==> src/rtl/kernel_addr_seq.sv <==
// kernel_addr_seq
// Descriptor-driven kernel-weight read-address sequencer. A controller loads a
// layer descriptor (offset, words per kernel, kernels per pass, pass count,
// lane mode). The block then streams kernel-ROM addresses under a valid/ready
// handshake, and an abort input can end the run early. Per-lane kernel-select
// codes follow each accepted address SEL_DELAY cycles later, so they line up
// with the ROM read latency.
//
// Ports:
//   clk, reset        clock, synchronous active-high reset
//   cfg_valid/ready   descriptor handshake (ready only in IDLE)
//   cfg_offset        base address of the layer's kernels
//   cfg_row_size      words per kernel
//   cfg_kernels       kernels per pass
//   cfg_repeat        passes over the kernel set
//   cfg_broadcast     0 = lane i gets code i, 1 = all lanes get the pass index
//   abort             terminate the current run (RUN only)
//   addr_valid/ready  address beat handshake
//   read_kernel_addr  kernel-ROM address
//   kernel_select     lane i code at bits [i*SEL_W +: SEL_W]
//   select_valid      kernel_select belongs to a beat SEL_DELAY cycles earlier
//   busy              sequencer not idle
//   done              one-cycle pulse at normal completion
module kernel_addr_seq #(
  parameter int ADDR_W    = 9,
  parameter int LANES     = 4,
  parameter int ROW_W     = 5,
  parameter int KCNT_W    = 5,
  parameter int SEL_DELAY = 2,
  localparam int SEL_W    = (LANES > 1) ? $clog2(LANES) : 1
) (
  input  logic                     clk,
  input  logic                     reset,
  input  logic                     cfg_valid,
  output logic                     cfg_ready,
  input  logic [ADDR_W-1:0]        cfg_offset,
  input  logic [ROW_W-1:0]         cfg_row_size,
  input  logic [KCNT_W-1:0]        cfg_kernels,
  input  logic [KCNT_W-1:0]        cfg_repeat,
  input  logic                     cfg_broadcast,
  input  logic                     abort,
  output logic                     addr_valid,
  input  logic                     addr_ready,
  output logic [ADDR_W-1:0]        read_kernel_addr,
  output logic [LANES*SEL_W-1:0]   kernel_select,
  output logic                     select_valid,
  output logic                     busy,
  output logic                     done
);

  localparam logic [1:0] ST_IDLE = 2'd0;
  localparam logic [1:0] ST_RUN  = 2'd1;
  localparam logic [1:0] ST_DONE = 2'd2;

  localparam int CODE_W = LANES * SEL_W;

  // Lane codes for one beat: lane index in distinct mode, pass index in broadcast mode.
  function automatic logic [CODE_W-1:0] lane_codes(input logic bcast, input logic [KCNT_W-1:0] pass);
    logic [CODE_W-1:0] v;
    v = {CODE_W{1'b0}};
    for (int i = 0; i < LANES; i++) begin
      if (bcast) begin
        v[i*SEL_W +: SEL_W] = SEL_W'(32'(pass) % LANES);
      end else begin
        v[i*SEL_W +: SEL_W] = SEL_W'(i % LANES);
      end
    end
    return v;
  endfunction

  logic [1:0]        state_r, state_nx_s;
  logic [ADDR_W-1:0] offset_r;
  logic [ROW_W-1:0]  row_r;
  logic [KCNT_W-1:0] kern_r;
  logic [KCNT_W-1:0] rep_r;
  logic              bcast_r;

  logic [ROW_W-1:0]  r_r, r_nx_s;
  logic [KCNT_W-1:0] k_r, k_nx_s;
  logic [KCNT_W-1:0] p_r, p_nx_s;
  logic [ADDR_W-1:0] base_r, base_nx_s;
  logic [ADDR_W-1:0] addr_r, addr_nx_s;

  logic cfg_ready_r, addr_valid_r, busy_r, done_r;

  logic [CODE_W-1:0] sel_pipe_r  [SEL_DELAY];
  logic              flag_pipe_r [SEL_DELAY];
  logic [CODE_W-1:0] code_s;

  logic accept_s, beat_s, zero_cfg_s;
  logic row_last_s, kern_last_s, pass_last_s;

  // Handshake qualifiers and end-of-row/kernel/pass detection.
  always_comb begin
    accept_s    = (state_r == ST_IDLE) && cfg_valid;
    // An abort swallows the pending beat, so it never counts as a completed beat.
    beat_s      = (state_r == ST_RUN) && addr_ready && !abort;
    zero_cfg_s  = (cfg_row_size == {ROW_W{1'b0}}) || (cfg_kernels == {KCNT_W{1'b0}}) ||
                  (cfg_repeat == {KCNT_W{1'b0}});
    row_last_s  = (r_r == (row_r - ROW_W'(1)));
    kern_last_s = (k_r == (kern_r - KCNT_W'(1)));
    pass_last_s = (p_r == (rep_r - KCNT_W'(1)));
    code_s      = lane_codes(bcast_r, p_r);
  end

  // Next-state decode.
  always_comb begin
    state_nx_s = state_r;
    case (state_r)
      ST_IDLE: begin
        if (accept_s) begin
          state_nx_s = zero_cfg_s ? ST_DONE : ST_RUN;
        end else begin
          state_nx_s = ST_IDLE;
        end
      end
      ST_RUN: begin
        if (abort) begin
          state_nx_s = ST_IDLE;
        end else if (beat_s && row_last_s && kern_last_s && pass_last_s) begin
          state_nx_s = ST_DONE;
        end else begin
          state_nx_s = ST_RUN;
        end
      end
      ST_DONE: state_nx_s = ST_IDLE;
      default: state_nx_s = ST_IDLE;
    endcase
  end

  // Row/kernel/pass counters and the running kernel base address.
  always_comb begin
    r_nx_s    = r_r;
    k_nx_s    = k_r;
    p_nx_s    = p_r;
    base_nx_s = base_r;
    if (accept_s) begin
      r_nx_s    = {ROW_W{1'b0}};
      k_nx_s    = {KCNT_W{1'b0}};
      p_nx_s    = {KCNT_W{1'b0}};
      base_nx_s = cfg_offset;
    end else if (beat_s) begin
      if (row_last_s) begin
        r_nx_s = {ROW_W{1'b0}};
        if (kern_last_s) begin
          k_nx_s    = {KCNT_W{1'b0}};
          p_nx_s    = p_r + KCNT_W'(1);
          base_nx_s = offset_r;
        end else begin
          k_nx_s    = k_r + KCNT_W'(1);
          p_nx_s    = p_r;
          base_nx_s = base_r + ADDR_W'(row_r);
        end
      end else begin
        r_nx_s = r_r + ROW_W'(1);
      end
    end else begin
      r_nx_s = r_r;
    end
    // Address arithmetic wraps modulo 2^ADDR_W by truncation.
    addr_nx_s = base_nx_s + ADDR_W'(r_nx_s);
  end

  // State, descriptor, counters and registered handshake/status outputs.
  always_ff @(posedge clk) begin
    if (reset) begin
      state_r      <= ST_IDLE;
      offset_r     <= {ADDR_W{1'b0}};
      row_r        <= {ROW_W{1'b0}};
      kern_r       <= {KCNT_W{1'b0}};
      rep_r        <= {KCNT_W{1'b0}};
      bcast_r      <= 1'b0;
      r_r          <= {ROW_W{1'b0}};
      k_r          <= {KCNT_W{1'b0}};
      p_r          <= {KCNT_W{1'b0}};
      base_r       <= {ADDR_W{1'b0}};
      addr_r       <= {ADDR_W{1'b0}};
      cfg_ready_r  <= 1'b1;
      addr_valid_r <= 1'b0;
      busy_r       <= 1'b0;
      done_r       <= 1'b0;
    end else begin
      state_r <= state_nx_s;
      if (accept_s) begin
        offset_r <= cfg_offset;
        row_r    <= cfg_row_size;
        kern_r   <= cfg_kernels;
        rep_r    <= cfg_repeat;
        bcast_r  <= cfg_broadcast;
      end else begin
        offset_r <= offset_r;
      end
      r_r          <= r_nx_s;
      k_r          <= k_nx_s;
      p_r          <= p_nx_s;
      base_r       <= base_nx_s;
      addr_r       <= addr_nx_s;
      // Status outputs are registered copies of the next-state decode.
      cfg_ready_r  <= (state_nx_s == ST_IDLE);
      addr_valid_r <= (state_nx_s == ST_RUN);
      busy_r       <= (state_nx_s != ST_IDLE);
      done_r       <= (state_nx_s == ST_DONE);
    end
  end

  // Select delay line: shifts every clock; idle cycles insert a zero flag and hold the code.
  always_ff @(posedge clk) begin
    if (reset) begin
      for (int i = 0; i < SEL_DELAY; i++) begin
        sel_pipe_r[i]  <= {CODE_W{1'b0}};
        flag_pipe_r[i] <= 1'b0;
      end
    end else begin
      sel_pipe_r[0]  <= beat_s ? code_s : sel_pipe_r[0];
      flag_pipe_r[0] <= beat_s;
      for (int i = 1; i < SEL_DELAY; i++) begin
        sel_pipe_r[i]  <= sel_pipe_r[i-1];
        flag_pipe_r[i] <= flag_pipe_r[i-1];
      end
    end
  end

  assign cfg_ready        = cfg_ready_r;
  assign addr_valid       = addr_valid_r;
  assign busy             = busy_r;
  assign done             = done_r;
  assign read_kernel_addr = addr_r;
  assign kernel_select    = sel_pipe_r[SEL_DELAY-1];
  assign select_valid     = flag_pipe_r[SEL_DELAY-1];

endmodule

==> config.mk <==
export PLATFORM = sky130hd
export DESIGN_NAME = kernel_addr_seq
export DESIGN_NICKNAME = d
export VERILOG_FILES = /design/src/rtl/kernel_addr_seq.sv
export SDC_FILE = /design/constraint.sdc
export NUM_CORES = 1
export LEC_CHECK = 0
export ABC_AREA = 1
export ABC_CLOCK_PERIOD_IN_PS = 7600
export CORE_ASPECT_RATIO = 0.6
export CORE_MARGIN = 3
export CORE_UTILIZATION = 30
export DETAILED_ROUTE_END_ITERATION = 8
export GPL_ROUTABILITY_DRIVEN = 0
export GPL_TIMING_DRIVEN = 0
export PLACE_DENSITY = 0.58
export REMOVE_ABC_BUFFERS = 1
export SLEW_MARGIN = 20
export SYNTH_ARGS = -nofsm -noshare
export SYNTH_HDL_FRONTEND = slang
export SYNTH_SLANG_ARGS = --single-unit
==> constraint.sdc <==
create_clock -name clk -period 7.6 [get_ports clk]
set_clock_uncertainty 0.05 [all_clocks]
set_input_delay 1.14 -clock clk [delete_from_list [all_inputs] [get_ports clk]]
set_output_delay 1.14 -clock clk [all_outputs]
set_load 0.02 [all_outputs]
==> out/summary.txt, run 1 <==
Cell taking the most area after synthesis -> dfxtp_1
Worst Path Buf+Inv -> 3
Power per Cell Area -> 219 nW/um2
RSZ-0062 raised after global routing -> no
CTS H-tree depth -> 3
CTS Hold Bufs -> 0
Max incr delay on CP -> 840 ps
Router iterations before antenna repair -> 4
Iter 0 DRT Violations -> 187
VDD IR max -> 0.112 mV
Worst EP arrival -> 5060 ps
Synth top area cells -> dfxtp_1 37%, nand2_1 9.4%, inv_1 6.7%, a21oi_1 6.5%, nor2_1 5.3%
Core ar. -> 12500 um2
Synth top area share -> 37.3%
Area growth from synthesis to layout -> 24.0%
Hold path depth -> 2
Most frequent cells in the layout -> 100 x nand2_1, 74 x dfxtp_1, 71 x inv_1
Port bufs -> 51
Final net count -> 644
Slowest-stage cell, CP -> clkinv_1
Post-synthesis register bit count -> 74
Fin crit period -> 4890 ps
Placement Rows -> 31
Die height -> 95.2 um
Most common cell after layout, fill and taps aside -> nand2_1
CTS Buf Count -> 9
Final Hold Fails -> 0
Leak -> 2.19 nW
Crit path depth -> 17
Yosys warns -> 0
First-pass GRT wire length -> 17200 um
Synth unique cells -> 44
Vias -> 3600
Top delay family on crit path -> simple AND/OR/NAND/NOR gates
Post-synthesis sequential area ratio -> 37.3%
CTS Root Cell -> clkbuf_16
Pre-CTS setup slack -> 2330 ps
Worst-path cell chain -> clkdlybuf4s50_1 -> nand2_2 -> clkinv_1 -> nor2_4 -> inv_2 -> nor3_1 -> ha_1 -> fa_1 -> nand2_1 -> nand2_1 -> a21oi_1 -> o21ai_0 -> nand3_2 -> nor2_2 -> nand3_1 -> nand2_1 -> nor2_1
Pin count of the biggest net entering global routing -> 46
Max-slew violations -> 0
Total track usage -> 14.7%
Required time of the critical path -> 7770 ps
CP startpoint kind -> input pin
Crit end category -> flip-flop
Fmax achieved -> 0.204 GHz
Vias in the first global route -> 3634
Cell Area, Synth -> 3970 um2
Setup bufs post-CTS -> 0
Initial antenna violation count -> 0
Clock Path Buffers -> 2
Hpwl dp -> 7700 um
Clk Latency, worst-skew pair -> 330 ps
Max Cap Viol -> 0
Initial Util -> 31.8%
Final setup vio count -> 0
Setup TNS -> 0 ps
Post_cts resized -> 0
Drt drc -> 0
Number of synthesized flops with an enable pin -> 0
Min-Delay Path Class -> flip-flop to flip-flop
WL per Instance -> 13.4 um
CTS tree -> yes
Antenna Nets Post-Route -> 0
Final wirelength -> 10300 um
Setup slack after layout -> 2710 ps
Max FO, Critical Path -> 45
Die Area -> 14700 um2
Syn Area/Cell -> 7.19 um2
Reg2Reg Depth -> 17
Outcome -> finished, final reports clean
Cell count after synthesis -> 553
Synth Flop Type -> dfxtp_1
Final Cycle Share -> 64.3%
Vias/cell -> 4.70
Die width -> 155 um
Clock transition at path regs -> 60 ps
CP most frequent cell -> nand2_1
Worst slew margin -> 43.7%
CP Class -> input pin to flip-flop
Antenna Cells -> 0
Clock sink total -> 74
Least-Margin Pin Slew -> 841 ps
Total gr overflow -> 0
FFs w/ async S/R, synth -> 0%
# IOs -> 52
Layout cells sized above 1 -> 10.8%
[worst register-to-register path, delay by kind of cell (launching register included)]
family / cells / cell delay (ps)
compound gates: 2 / 360
buf+inv: 2 / 950
flops: 1 / 370
fa+ha+maj: 2 / 440
simple gates: 11 / 1820
[state kept, by name (all words and copies together), names as in the netlist, 2 cells and up]
signal	cells
base_r	9
flag_pipe_r	2
k_r	5
kern_r	5
offset_r	9
p_r	5
r_r	5
read_kernel_addr	9
rep_r	5
row_r	5
sel_pipe_r	8
state_r	2
[power breakdown]
| part | internal, mW | switching [mW] |
|---|---|---|
| Combinational | 0.0665 | 0.0983 |
| Sequential | 0.409 | 0.0145 |
| Clock | 0.320 | 0.169 |
[metrics by stage]
stage	cell area, um2	util, %	hold WS, ps	cells	power (mW)
after floorplan	3870	-	338	534	0.538
after global placement	4590	36.7	346	750	0.593
after detailed placement	4580	36.7	351	750	0.597
after CTS	4930	39.5	362	766	1.09
after global routing	4930	39.5	372	766	1.13
final	4930	39.5	360	766	1.08
[cell usage after synthesis, drive strengths merged (2+ instances only)]
| master | number |
|---|---|
| xor2 | 6 |
| fa | 2 |
| o21ai | 34 |
| or2 | 5 |
| inv | 85 |
| buf | 10 |
| a32o | 2 |
| clkbuf | 9 |
| ha | 16 |
| o32a | 2 |
| nand4 | 6 |
| nor4 | 2 |
| o221ai | 3 |
| nand2 | 110 |
| a31oi | 3 |
| dfxtp | 74 |
| nand3b | 2 |
| nor2 | 68 |
| nor3 | 11 |
| a21oi | 53 |
| xnor2 | 4 |
| nand3 | 35 |
| o21a | 2 |
[layer usage]
metal	up-vias	GRT usage [%]	share of wire, %
met5	-	0	0
met4	0	3.67	1.0
met3	12	3.99	6.1
met2	83	23.4	42
met1	1627	20.0	51
li1	1878	-	-
[layout make-up]
class	count	area, um2
Clock inverter	7	118
Tap cell	165	206
Fill cell	1319	7560
Clock buffer	9	225
Sequential cell	74	1480
Multi-Input combinational cell	374	2070
Inverter	86	323
Timing Repair Buffer	51	505
[final timing paths]
| check | from | endpoint | slack [ps] |
|---|---|---|---|
| max reg2reg | state_r[1] | read_kernel_addr[8] | 3490 |
| max | cfg_valid | read_kernel_addr[8] | 2710 |
| min reg2reg | flag_pipe_r[0][0] | flag_pipe_r[0][1] | 360 |
| min | flag_pipe_r[0][0] | flag_pipe_r[0][1] | 360 |
[cell families (layout without fill, tap and decap cells)]
group | after synthesis | after routing | synth area share (%)
buf+inv | 105 | 153 | 10.7
fa+ha+maj | 18 | 18 | 6.05
compound gates | 105 | 105 | 14.7
flops | 74 | 74 | 37.3
xor+xnor | 10 | 10 | 2.20
simple gates | 241 | 241 | 29.1
Power figures use the tool's default switching activity.
==> run 2, diff against run 1 <==
--- a/config.mk
+++ b/config.mk
@@ -6,14 +6,14 @@
 export NUM_CORES = 1
 export LEC_CHECK = 0
 export ABC_AREA = 1
-export ABC_CLOCK_PERIOD_IN_PS = 7600
+export ABC_CLOCK_PERIOD_IN_PS = 4360
 export CORE_ASPECT_RATIO = 0.6
 export CORE_MARGIN = 3
 export CORE_UTILIZATION = 30
 export DETAILED_ROUTE_END_ITERATION = 8
 export GPL_ROUTABILITY_DRIVEN = 0
 export GPL_TIMING_DRIVEN = 0
-export PLACE_DENSITY = 0.58
+export PLACE_DENSITY = 0.59
 export REMOVE_ABC_BUFFERS = 1
 export SLEW_MARGIN = 20
 export SYNTH_ARGS = -nofsm -noshare
==> constraint.sdc (replaced) <==
create_clock -name clk -period 4.36 [get_ports clk]
set_clock_uncertainty 0.05 [all_clocks]
set_input_delay 0.654 -clock clk [delete_from_list [all_inputs] [get_ports clk]]
set_output_delay 0.654 -clock clk [all_outputs]
set_load 0.02 [all_outputs]
==> out/summary.txt, run 2 (synthesized netlist as in run 1, its figures left out) <==
VDD IR max -> 0.182 mV (+62%)
Final wirelength -> 10300 um (+0.12%)
Antenna Cells -> 0 (unchanged)
Pin count of the biggest net entering global routing -> 46 (unchanged)
Iter 0 DRT Violations -> 161 (-14%)
Clock transition at path regs -> 60 ps (about the same)
Outcome -> finished, final reports clean
Initial antenna violation count -> 0 (unchanged)
WL per Instance -> 13.4 um (+0.12%)
Total track usage -> 14.9% (+0.16 points)
Final net count -> 644 (unchanged)
Worst EP arrival -> 4110 ps (-950 ps)
Worst-path cell chain -> inv_1 -> ha_1 -> inv_1 -> nand2_1 -> nand3_1 -> nand3_1 -> nor2_2 -> nand2_4 -> nor2_2 -> inv_1 -> o221ai_1 -> nand2_1 -> ha_1 -> fa_1 -> nand2_1 -> nand2_1 -> a21oi_1 -> o21ai_0 -> nand3_2 -> nor2_2 -> a21oi_1 -> nor2_1
CP Class -> flip-flop to flip-flop
Met1 usage -> 20.5% (+0.57 points)
Setup bufs post-CTS -> 0 (unchanged)
Crit end category -> flip-flop
CTS tree -> yes
Placement Rows -> 31 (unchanged)
Slowest-stage cell, CP -> dfxtp_1
Total gr overflow -> 0 (unchanged)
Fin crit period -> 3930 ps
Die height -> 95.2 um (unchanged)
Max-slew violations -> 0 (unchanged)
# IOs -> 52 (unchanged)
Vias in the first global route -> 3565 (-1.9%)
Clock sink total -> 74 (unchanged)
Hpwl dp -> 7620 um (-1.0%)
Most Crowded Layer GR -> met2
Die width -> 155 um (unchanged)
WHS -> 365 ps (+5.81 ps)
M2 GR Usage -> 22.6% (-0.73 points)
Layout cells sized above 1 -> 10.8% (unchanged)
Clk Latency, worst-skew pair -> 340 ps (about the same)
Port bufs -> 51 (unchanged)
Antenna Nets Post-Route -> 0 (unchanged)
Drt drc -> 0 (unchanged)
GR Layer Usage met3 -> 4.49% (+0.50 points)
Fin cells -> 766 (unchanged)
Placed cell count -> 750 (unchanged)
Worst slew margin -> 47.1% (+3.4 points)
Final setup vio count -> 0 (unchanged)
First-pass GRT wire length -> 17300 um (+0.40%)
CTS Buf Count -> 9 (unchanged)
Router iterations before antenna repair -> 4 (unchanged)
Final Cell Area -> 4930 um2 (about the same)
Most common cell after layout, fill and taps aside -> nand2_1
Least-Margin Pin Slew -> 793 ps (-48.3 ps)
Leak -> 2.19 nW (+0.31%)
Power per Cell Area -> 382 nW/um2 (+75%)
RSZ-0062 raised after global routing -> no
Max FO, Critical Path -> 7 (-84%)
Final Hold Fails -> 0 (unchanged)
Core ar. -> 12500 um2 (unchanged)
CP startpoint kind -> flip-flop
Final Cycle Share -> 90.0%
CTS H-tree depth -> 3 (unchanged)
Max incr delay on CP -> 450 ps (-390 ps)
Clock Path Buffers -> 2 (unchanged)
Area after DPL -> 4580 um2 (unchanged)
Required time of the critical path -> 4550 ps (-3220 ps)
Min-Delay Path Class -> flip-flop to flip-flop
Vias/cell -> 4.80 (+2.1%)
Max Cap Viol -> 0 (unchanged)
CTS Root Cell -> clkbuf_16
Vias -> 3674 (+2.1%)
Fmax achieved -> 0.255 GHz
CP most frequent cell -> nand2_1
Most frequent cells in the layout -> 100 x nand2_1, 74 x dfxtp_1, 71 x inv_1
Initial Util -> 31.8% (unchanged)
Die Area -> 14700 um2 (unchanged)
Area growth from synthesis to layout -> 24.0% (about the same)
run 2: worst max-delay path: cells and delay by family, from the launching register on:
family / cells / cell delay [ps]
compound gates: 4 / 790
simple gates: 12 / 1280
flops: 1 / 450
buf+inv: 3 / 380
fa+ha+maj: 3 / 850
run 2: area by class of cell:
type,count,area (um2)
Sequential cell,74,1480
Multi-Input combinational cell,374,2080
Timing Repair Buffer,51,505
Clock buffer,11,233
Fill cell,1301,7560
Inverter,86,324
Tap cell,165,206
Clock inverter,5,103
run 2: path summary, 6_finish.rpt:
path | from | endpoint | slack (ps) | depth (start not counted)
worst min-delay path | flag_pipe_r[0][0] | flag_pipe_r[0][1] | 370 | 2
worst min register to register | flag_pipe_r[0][0] | flag_pipe_r[0][1] | 370 | 2
worst max-delay path | row_r[1] | read_kernel_addr[8] | 430 | 22
worst max register to register | row_r[1] | read_kernel_addr[8] | 430 | 22
run 2: what timing repair did:
item,in CTS,in global routing
hold buffers,0,0
resized for setup,1,2
endpoints found under the setup margin,1,3
run 2: through the flow:
stage | setup WS [ps] | setup TNS (ps) | total power [mW] | utilization, %
after floorplan | 1160 | 0 | 0.938 | -
after global placement | -348 | -973 | 1.03 | 36.7
after detailed placement | -360 | -1130 | 1.04 | 36.7
after CTS | 320 | 0 | 1.90 | 39.4
after global routing | 59.2 | 0 | 1.97 | 39.5
final | 434 | 0 | 1.88 | 39.5
run 2: metal layers:
layer / routed length, um / up-vias / share of wire, %
li1: - / 1872 / -
met1: 5310 / 1689 / 52
met2: 4210 / 96 / 41
met3: 609 / 17 / 5.9
met4: 155 / 0 / 1.5
met5: 0 / - / 0
run 2: power by group:
part	switching [mW]	internal, mW	total (mW)	leakage [nW]
clock network	0.297	0.559	0.856	0.160
registers	0.0255	0.713	0.739	0.606
logic	0.172	0.116	0.288	1.43
==> RTL change 1: new RTL, settings of run 2 <==
Reset style: asynchronous (`reset`), changed in 2 clocked blocks. Comments in the files are not updated.
--- a/src/rtl/kernel_addr_seq.sv
+++ b/src/rtl/kernel_addr_seq.sv
@@ -162,7 +162,7 @@
   end
 
   // State, descriptor, counters and registered handshake/status outputs.
-  always_ff @(posedge clk) begin
+  always_ff @(posedge clk or posedge reset) begin
     if (reset) begin
       state_r      <= ST_IDLE;
       offset_r     <= {ADDR_W{1'b0}};
@@ -204,7 +204,7 @@
   end
 
   // Select delay line: shifts every clock; idle cycles insert a zero flag and hold the code.
-  always_ff @(posedge clk) begin
+  always_ff @(posedge clk or posedge reset) begin
     if (reset) begin
       for (int i = 0; i < SEL_DELAY; i++) begin
         sel_pipe_r[i]  <= {CODE_W{1'b0}};
Behaviour: differs if reset is asserted again (counterexample within 4 cycles, from zero or initial values and one cycle with reset high); with reset held inactive, the same outputs for 4 cycles.
==> RTL change 1 against run 2 <==
Area after synthesis up 3.6%; worst setup slack worse by 24 ps; fmax shrank 0.60%; routed wire length decreased by 5.2%; first-iteration DRC count up 39%; global-route usage fell by 1.0 points; cell area is 3.4% higher; sequential cell count did not move; critical path type is now in -> reg; critical endpoint is now read_kernel_addr[8]; highest routed layer unchanged.
Power is not compared: it rests on default switching activity, and its combinational part moved more than twofold at a synthesized area within 25%.
==> RTL change 1: results (changes against run 2) <==
* Hpwl dp at 7400 um (-2.9%)
* DR WL/cell at 13.3 um (-0.81%)
* Xor/xnor share of the synthesized area at 4.26% (+2.1 points)
* CP endpoint: read_kernel_addr[8]
* Metal3 WL at 432 um (-29%)
* Largest net degree at the start of global routing at 42 (-8.7%)
* Global Route Usage Sum at 13.8% (-1.0 points)
* R2R Setup Slk at 520 ps (+90 ps)
* Placement Setup Slack at -105 ps (+255 ps)
* Met3 GRT Util at 4.02% (-0.47 points)
* Grt met1 use at 21.4% (+0.88 points)
* Synth async-reset ratio at 100% (+100 points)
* Rel. slew slack at 44.2% (-2.9 points)
* Worst-case reg-to-reg path depth at 24 (+9.1%)
* Hold Startpoint: flag_pipe_r[1]
* Met2 Use GR at 18.9% (-3.8 points)
* Fin nets at 605 (-6.1%)
* Adder-Cell Fraction of Synth Area at 5.84% (-0.21 points)
* Global-route wire length before repair at 16900 um (-2.2%)
* Placed cell count at 716 (-4.5%)
* WP data arrival at 4130 ps (+20 ps)
* Status: complete, no violations
* Most area-consuming cells after synthesis: dfrtp_1 44%, nand2_1 14%, inv_1 5.8%, ha_1 4.9%, nand3_1 3.5%
* Placed instance area at 4790 sq um (+4.4%)
* Routed via count at 3358 (-8.6%)
* RR Endpoint: read_kernel_addr[7]
* Drt total wl at 9750 um (-5.2%)
* Share of cells above drive strength 1 at 8.54% (-2.3 points)
* Sequential fraction of the synthesis area at 45.0% (+7.7 points)
## RTL change 1: cell types whose count changed after synthesis, moves of 10 or more
| cell | delta |
|---|---|
| dfxtp_1 | -74 |
| dfrtp_1 | +73 |
| nand2_1 | +49 |
| a21oi_1 | -38 |
| nor2_1 | -22 |
| inv_2 | -10 |
## RTL change 1: cell type report
type / instances / share of cell area, %
well taps: 170 / 4.17
clock buffers: 9 / 4.42
inverters: 71 / 5.38
flip-flops and latches: 74 / 36.4
multi-input cells: 348 / 37.2
repair buffers: 53 / 11.0
clock inverters: 7 / 1.52
## RTL change 1: logic make-up after synthesis
| family | Yosys count |
|---|---|
| adder cells (fa/ha/maj) | 18 |
| flip-flops | 74 |
| buffers and inverters | 89 |
| AND/OR/NAND/NOR | 253 |
| XOR/XNOR | 20 |
| AO/OA/AOI/OAI | 57 |
## RTL change 1: critical path, delay by kind of cell
family | cells | cell delay, ps
simple gates | 10 | 1050
compound gates | 1 | 530
buf+inv | 3 | 1320
fa+ha+maj | 2 | 560
==> RTL change 2: new RTL, config.mk and constraints of run 2 <==
Without the edit above. Set the parameter `KCNT_W` to 10 (it was 5).
--- a/src/rtl/kernel_addr_seq.sv
+++ b/src/rtl/kernel_addr_seq.sv
@@ -25,7 +25,7 @@
   parameter int ADDR_W    = 9,
   parameter int LANES     = 4,
   parameter int ROW_W     = 5,
-  parameter int KCNT_W    = 5,
+  parameter int KCNT_W    = 10,
   parameter int SEL_DELAY = 2,
   localparam int SEL_W    = (LANES > 1) ? $clog2(LANES) : 1
 ) (
Ports: changed (resized cfg_kernels and cfg_repeat); port bits go from 52 to 62. No check against the original RTL was run, so the function may have changed too.
==> RTL change 2 against run 2 <==
Core utilization fell by 0.92 points; via count rose by 27%; largest power group is now sequential cells; routed wire length rose by 28%; worst setup slack improved by 34 ps; sequential cell count rose by 20; combinational power rose by 38%; die area rose by 31%; area after synthesis rose by 33%; cell area rose by 31%; non-clock buffer count rose by 18; total power rose by 14%.
==> RTL change 2: results (changes against run 2) <==
* Peak VDD IR at 0.000176 V (-2.8%)
* Buffers on Ports at 61 (+20%)
* Number of global-route vias before repair at 4323 (+21%)
* Post-synth cell types at 48 (+9.1%)
* Starting DRT DRC Count at 225 (+40%)
* Synthesized instance count at 737 (+33%)
* Global Route Usage Sum at 14.2% (-0.65 points)
* CP max stage delay at 440 ps
* Synth Area in Compound Gates at 12.0% (-2.7 points)
* Share of cells above drive strength 1 at 9.55% (-1.3 points)
* Placement Setup Slack at -366 ps (-6.00 ps)
* Fill cells at 1749 (+34%)
* Hold Startpoint: flag_pipe_r[0][0]
* Sw Pwr at 622 uW (+26%)
* Adder-Cell Fraction of Synth Area at 4.56% (-1.5 points)
* Xor/xnor share of the synthesized area at 7.27% (+5.1 points)
* Placed instance area at 6070 sq um (+32%)
* Hpwl dp at 9890 um (+30%)
* Slowest cell on the critical path: fa_1
* Initial antenna violation count at 0 (unchanged)
* Highest net fanout along the worst path at 12 (+5)
* First-pass iteration count of the detailed router at 5 (+1)
* Status: complete, no violations
* Fin nets at 849 (+32%)
* Via/cell ratio at 4.56 (-4.8%)
* Crit path from: kern_r[0]
* Drt total wl at 13200 um (+28%)
* Sequential fraction of the synthesis area at 35.7% (-1.6 points)
* Largest net degree at the start of global routing at 38 (-17%)
* Synth top cells by count: 136 x nand2_1, 102 x nor2_1, 94 x dfxtp_1
* Slew @ Worst Pin at 1030 ps (+239 ps)
* Placed cell count at 1002 (+34%)
* Global-route wire length before repair at 22000 um (+27%)
* Routed via count at 4674 (+27%)
[RTL change 2: changes by cell type in the layout (fill, tap and decap cells not counted), moves of 5 or more]
cell and delta:
buf_4 +6, clkdlybuf4s50_1 +10, dfxtp_1 +20, inv_1 +14, inv_2 -6, nand2_1 +36
nand4_1 +5, nor2_1 +47, nor3_1 +9, nor4_1 +5, o211ai_1 +5, o21ai_0 +8
xnor2_1 +10, xor2_1 +20
[RTL change 2: area by class of cell]
cell class                 count  area, sq um  share of cell area, %
multi-input combinational    522         2910                   45.2
sequential                    94         1880                   29.2
timing repair buffer          69          691                   10.7
inverter                      95          363                   5.63
tap                          228          285                   4.43
clock buffer                  10          239                   3.71
clock inverter                 6         67.6                   1.05
[RTL change 2: final timing paths]
kind,to,slack [ps],cells past startpoint
max reg2reg,read_kernel_addr[6],470,23
min,flag_pipe_r[0][1],360,2
max,read_kernel_addr[6],470,23
min reg2reg,flag_pipe_r[0][1],360,2
[RTL change 2: power by group through the flow]
stage | sequential, mW | clock [mW] | combinational [mW]
after floorplan | 0.955 | 0 | 0.260
after global placement | 0.953 | 0 | 0.388
after detailed placement | 0.953 | 0 | 0.394
after CTS | 0.934 | 0.837 | 0.397
after global routing | 0.939 | 0.871 | 0.455
final | 0.934 | 0.817 | 0.397
[RTL change 2: per-layer routing]
layer / vias to the layer above / track usage [%] / routed length, um
li1: 2479 / - / -
met1: 2076 / 22.9 / 7490
met2: 111 / 19.1 / 4950
met3: 8 / 3.27 / 674
met4: 0 / 2.18 / 78
met5: - / 0 / 0
[RTL change 2: critical path, delay by kind of cell, from the launching register on]
family	cells	cell delay [ps]
fa+ha+maj	3	980
simple gates	10	990
buf+inv	4	280
compound gates	6	1080
flops	1	420
